===== src/rtl/uart_rx_fifo.sv =====
// uart_rx_fifo: circular receive buffer behind the UART receiver.
// Stores bytes on the receiver's done tick and presents them first-word-fall-through.
// Reports occupancy and a sticky overrun flag.
module uart_rx_fifo #(
    parameter int unsigned DBIT   = 8,
    parameter int unsigned ADDR_W = 4
) (
    input  logic              clk,
    input  logic              reset,
    input  logic              wr,
    input  logic [DBIT-1:0]   w_data,
    input  logic              rd,
    output logic [DBIT-1:0]   r_data,
    output logic              empty,
    output logic              full,
    output logic [ADDR_W:0]   count,
    output logic              overrun,
    input  logic              clr_overrun
);

    localparam int unsigned DEPTH = 2 ** ADDR_W;
    localparam logic [ADDR_W:0] FullCount = (ADDR_W + 1)'(DEPTH);

    logic [DBIT-1:0]   r_mem [DEPTH];
    logic [ADDR_W-1:0] r_wptr;
    logic [ADDR_W-1:0] r_rptr;
    logic [ADDR_W:0]   r_count;
    logic              r_overrun;

    logic              w_empty;
    logic              w_full;
    logic              w_rd_ok;
    logic              w_wr_ok;
    logic              w_drop;
    logic [ADDR_W:0]   w_count_next;
    logic              w_overrun_next;

    assign w_empty = (r_count == '0);
    assign w_full  = (r_count == FullCount);

    // Accept decisions; a pop on a full buffer frees the slot the write needs.
    always_comb begin
        w_rd_ok        = rd && !w_empty;
        w_wr_ok        = wr && (!w_full || w_rd_ok);
        w_drop         = wr && w_full && !w_rd_ok;
        w_count_next   = r_count;
        if (w_wr_ok && !w_rd_ok) begin
            w_count_next = r_count + 1'b1;
        end else if (w_rd_ok && !w_wr_ok) begin
            w_count_next = r_count - 1'b1;
        end
        // A drop in the same cycle as a clear keeps the flag set.
        w_overrun_next = r_overrun;
        if (w_drop) begin
            w_overrun_next = 1'b1;
        end else if (clr_overrun) begin
            w_overrun_next = 1'b0;
        end
    end

    // Pointer, occupancy and overrun state with synchronous reset.
    always_ff @(posedge clk) begin
        if (reset) begin
            r_wptr    <= '0;
            r_rptr    <= '0;
            r_count   <= '0;
            r_overrun <= 1'b0;
        end else begin
            if (w_wr_ok) begin
                r_wptr <= r_wptr + 1'b1;
            end
            if (w_rd_ok) begin
                r_rptr <= r_rptr + 1'b1;
            end
            r_count   <= w_count_next;
            r_overrun <= w_overrun_next;
        end
    end

    // Storage array; contents are never reset, only pointers are.
    always_ff @(posedge clk) begin
        if (!reset && w_wr_ok) begin
            r_mem[r_wptr] <= w_data;
        end
    end

    assign r_data  = r_mem[r_rptr];
    assign empty   = w_empty;
    assign full    = w_full;
    assign count   = r_count;
    assign overrun = r_overrun;

endmodule


===== config.mk =====
export PLATFORM = sky130hd
export DESIGN_NAME = uart_rx_fifo
export DESIGN_NICKNAME = d
export VERILOG_FILES = /design/src/rtl/uart_rx_fifo.sv
export SDC_FILE = /design/constraint.sdc
export NUM_CORES = 1
export LEC_CHECK = 0
export ABC_AREA = 1
export BUFFER_PORTS_ARGS = -buffer_cell sky130_fd_sc_hd__buf_2
export CAP_MARGIN = 20
export CORE_AREA = 8 8 122 124
export CTS_CLUSTER_SIZE = 30
export DETAILED_ROUTE_END_ITERATION = 7
export DIE_AREA = 0 0 130 132
export GPL_TIMING_DRIVEN = 0
export PLACE_DENSITY = 0.72
export SYNTH_ARGS = -nofsm -noshare
export SYNTH_HDL_FRONTEND = slang
export SYNTH_SLANG_ARGS = --single-unit

===== constraint.sdc =====
create_clock -name clk -period 2.65 [get_ports clk]
set_clock_uncertainty 0.05 [all_clocks]
set_input_delay 0.3975 -clock clk [delete_from_list [all_inputs] [get_ports clk]]
set_output_delay 0.3975 -clock clk [all_outputs]
set_load 0.03 [all_outputs]

==> metrics.md <==
| Metric | Value |
|---|---|
| Root Buffer | clkbuf_16 |
| Synthesized flop and latch total | 146 |
| Die H | 132 um |
| RePlAce Congestion | 0.8607 |
| Post-synth cell types | 25 |
| Worst path bufs/invs | 3 |
| Worst EP required | 2.20 ns |
| Starting Density | 47.95% |
| Critical path's slowest cell | clkbuf_1 |
| Detail Route Antenna Nets | 0 |
| Fin crit share | 94.10% |
| Iteration-0 DRC Markers | 552 |
| CP delay by family, top | buffers and inverters |
| H-tree depth | 4 |
| Antenna Cells | 0 |
| Critical Path AT | 2.05 ns |
| Final HPWL DP | 10.01 mm |
| Power, Total | 0.006885 W |
| FF-to-FF Start | count[2] |
| YS warnings | 0 |
| Post-CTS Setup Bufs | 0 |
| Routed wire length | 15.10 mm |
| Clock sink count | 146 |
| Critical path's largest stage delay | 0.44 ns |
| Cell mode on critical path | nand3_1 |
| Layout fillers | 1118 |
| MaxCap Viol Count | 0 |
| Register area share after synthesis | 67.55% |
| Final #Nets | 663 |
| Vias in the first global route | 4355 |
| Post-DR vias/cell | 5.275 |
| CTS clk-pin slew, worst paths | 0.06 ns |
| WS Path Type | flip-flop to primary output |
| Clock Latency Late Sink | 0.42 ns |
| Critical path fanouts, max | 10 |
| Initial antenna violation count | 0 |
| DRC Markers | 0 |
| Class of the worst hold path | input port to flip-flop |
| Final slew viol count | 0 |
| Pin count of the biggest net entering global routing | 17 |
| Setup crit end kind | primary output |
| Layout cell share with drive strength beyond 1 | 11.79% |
| Cell Area, Synth | 6223 um^2 |
| Final min period | 2.494 ns |
| RSZ-0062 raised after global routing | no |
| Status | completed |
| GR Overflow Total | 0 |
| Worst-Margin Slew | 1.017 ns |
| First-pass detailed-route iteration total | 6 |
| Final setup fails | 0 |
| Peak supply drop | 0.5087 mV |
| Max Freq | 401.0 MHz |
| FP Rows | 42 |
| Die width | 130 um |
| Total GRT Usage | 18.48% |
| Final count of hold timing violations | 0 |
| Critical Path Start Type | flip-flop |
| P&R area growth vs syn | 15.40% |
| Max Buffers Root-to-Sink | 2 |
| Max-slew headroom | 31.94% |
| Total CTS buffers | 17 |
| Setup TNS | 0 ns |
| Power Dens Cells | 958.7 nW/um^2 |
| Hold path start | clr_overrun |
| I/O pins | 29 |
| Total number of vias | 4373 |
| DR WL/cell | 18.21 um |
| IO buf count | 27 |
| CTS tree | built |
| Mean Syn Cell Area | 10.48 um^2 |
| Global-route wire length before repair | 23.49 mm |
| Static leakage | 2.865 nW |
| Net Count, Synth | 617 |
| Full die area | 17160 um^2 |
| Post-Syn Instances | 594 |
| Critical-path cell list | inv_2, clkbuf_1, o211ai_1, nand3_1, nand3_1, nand2_1, buf_2 |
| Core area | 12980 um^2 |
## path summary, 6_finish.rpt
check / end / slack, ns / cells past startpoint
max: r_data[5] / 0.16 / 7
min: overrun / 0.17 / 4
max reg2reg: count[4] / 0.22 / 13
min reg2reg: overrun / 0.42 / 2
## stage by stage
step / instances / util (%) / instance area [um^2] / setup WS, ns / hold WS, ns
detailed placement: 797 / 50.68 / 6579 / 0.2172 / 0.4104
finish: 829 / 55.33 / 7182 / 0.1563 / 0.1722
global placement: 797 / 50.68 / 6579 / 0.2496 / 0.4003
global route: 829 / 55.33 / 7182 / 0.02581 / 0.2004
floorplan: 594 / - / 6223 / 0.3728 / 0.4203
CTS: 829 / 55.30 / 7178 / 0.07911 / 0.1592
## worst min-delay path, cell delays in order
cell and delay, ns:
buf_2 0.07, inv_1 0.03, nand2_1 0.04, a21oi_1 0.05
## logic make-up after synthesis
logic type	synth area share (%)
simple gates	20.73
flops	67.55
buf+inv	4.966
compound gates	4.061
fa+ha+maj	2.131
xor+xnor	0.5630
## flip-flops by register name, indices dropped and copies added (netlist names), named ones only
name and cells:
r_mem 128, count 5, r_rptr 4, r_wptr 4
overrun 1
## layout by cell type, fill, tap and decap left out
cell / synthesis / layout
nand2_1: 167 / 167
edfxtp_1: 128 / 128
nor2_1: 78 / 77
nand3_1: 65 / 65
inv_1: 46 / 46
buf_2: 10 / 37
o21ai_0: 22 / 22
dfxtp_1: 18 / 18
clkbuf_16: 0 / 17
o211ai_1: 11 / 11
ha_1: 9 / 9
clkbuf_1: 7 / 8
a21oi_1: 8 / 8
buf_4: 6 / 6
o21ai_1: 4 / 4
bufinv_16: 0 / 4
clkinv_1: 0 / 4
xor2_1: 3 / 3
clkinv_2: 0 / 3
nor2_2: 1 / 2
inv_2: 2 / 2
buf_1: 2 / 2
nand2_2: 1 / 1
nand4_2: 1 / 1
clkbuf_2: 0 / 1
nand3b_1: 1 / 1
xnor2_1: 1 / 1
nand4_1: 1 / 1
or2_2: 1 / 1
fa_1: 1 / 1
clkinvlp_4: 0 / 1
clkinv_4: 0 / 1
## where the power goes
part | total, W | internal, W | switching [W]
logic | 0.00179 | 0.000541 | 0.00125
clock network | 0.00243 | 0.00156 | 0.000878
registers | 0.00266 | 0.00258 | 0.0000822
total | 0.00689 | 0.00468 | 0.00221
## routing by layer
| metal | GRT usage, % | share of wire [%] | up-vias |
|---|---|---|---|
| met4 | 7.682 | 2.4 | 0 |
| met1 | 23.53 | 42 | 2074 |
| li1 | - | - | 2081 |
| met2 | 29.09 | 49 | 189 |
| met5 | 0 | 0 | - |
| met3 | 4.895 | 7.5 | 29 |
## area by class of cell
| type | instances | area [um^2] | share of cell area, % |
|---|---|---|---|
| sequential | 146 | 4204 | 58.54 |
| multi-input combinational | 375 | 1713 | 23.85 |
| clock buffer | 19 | 432.9 | 6.028 |
| tap | 176 | 220.2 | 3.066 |
| inverter | 48 | 180.2 | 2.509 |
| clock inverter | 13 | 166.4 | 2.317 |
| timing repair buffer | 27 | 135.1 | 1.882 |
| buffer | 25 | 130.1 | 1.812 |
## cells in the mapped netlist (all sizes together)
| cell | n | area (um^2) |
|---|---|---|
| o21ai | 26 | 130.1 |
| or2 | 1 | 6.260 |
| nand3b | 1 | 7.510 |
| dfxtp | 18 | 360.4 |
| edfxtp | 128 | 3844 |
| nand3 | 65 | 325.3 |
| clkbuf | 7 | 26.28 |
| ha | 9 | 112.6 |
| xor2 | 3 | 26.28 |
| nand2 | 168 | 633.1 |
| nand4 | 2 | 18.77 |
| o211ai | 11 | 82.58 |
| a21oi | 8 | 40.04 |
| nor2 | 79 | 299.0 |
| inv | 48 | 180.2 |
| buf | 18 | 102.6 |
| xnor2 | 1 | 8.760 |
| fa | 1 | 20.02 |
## repair_timing
item | CTS | global route
hold endpoints to repair | 0 | 0
hold buffers | 0 | 0
gates resized for setup | 0 | 3
endpoints found under the setup margin | 0 | 5
Note: power is estimated with default switching activity, not from simulation.
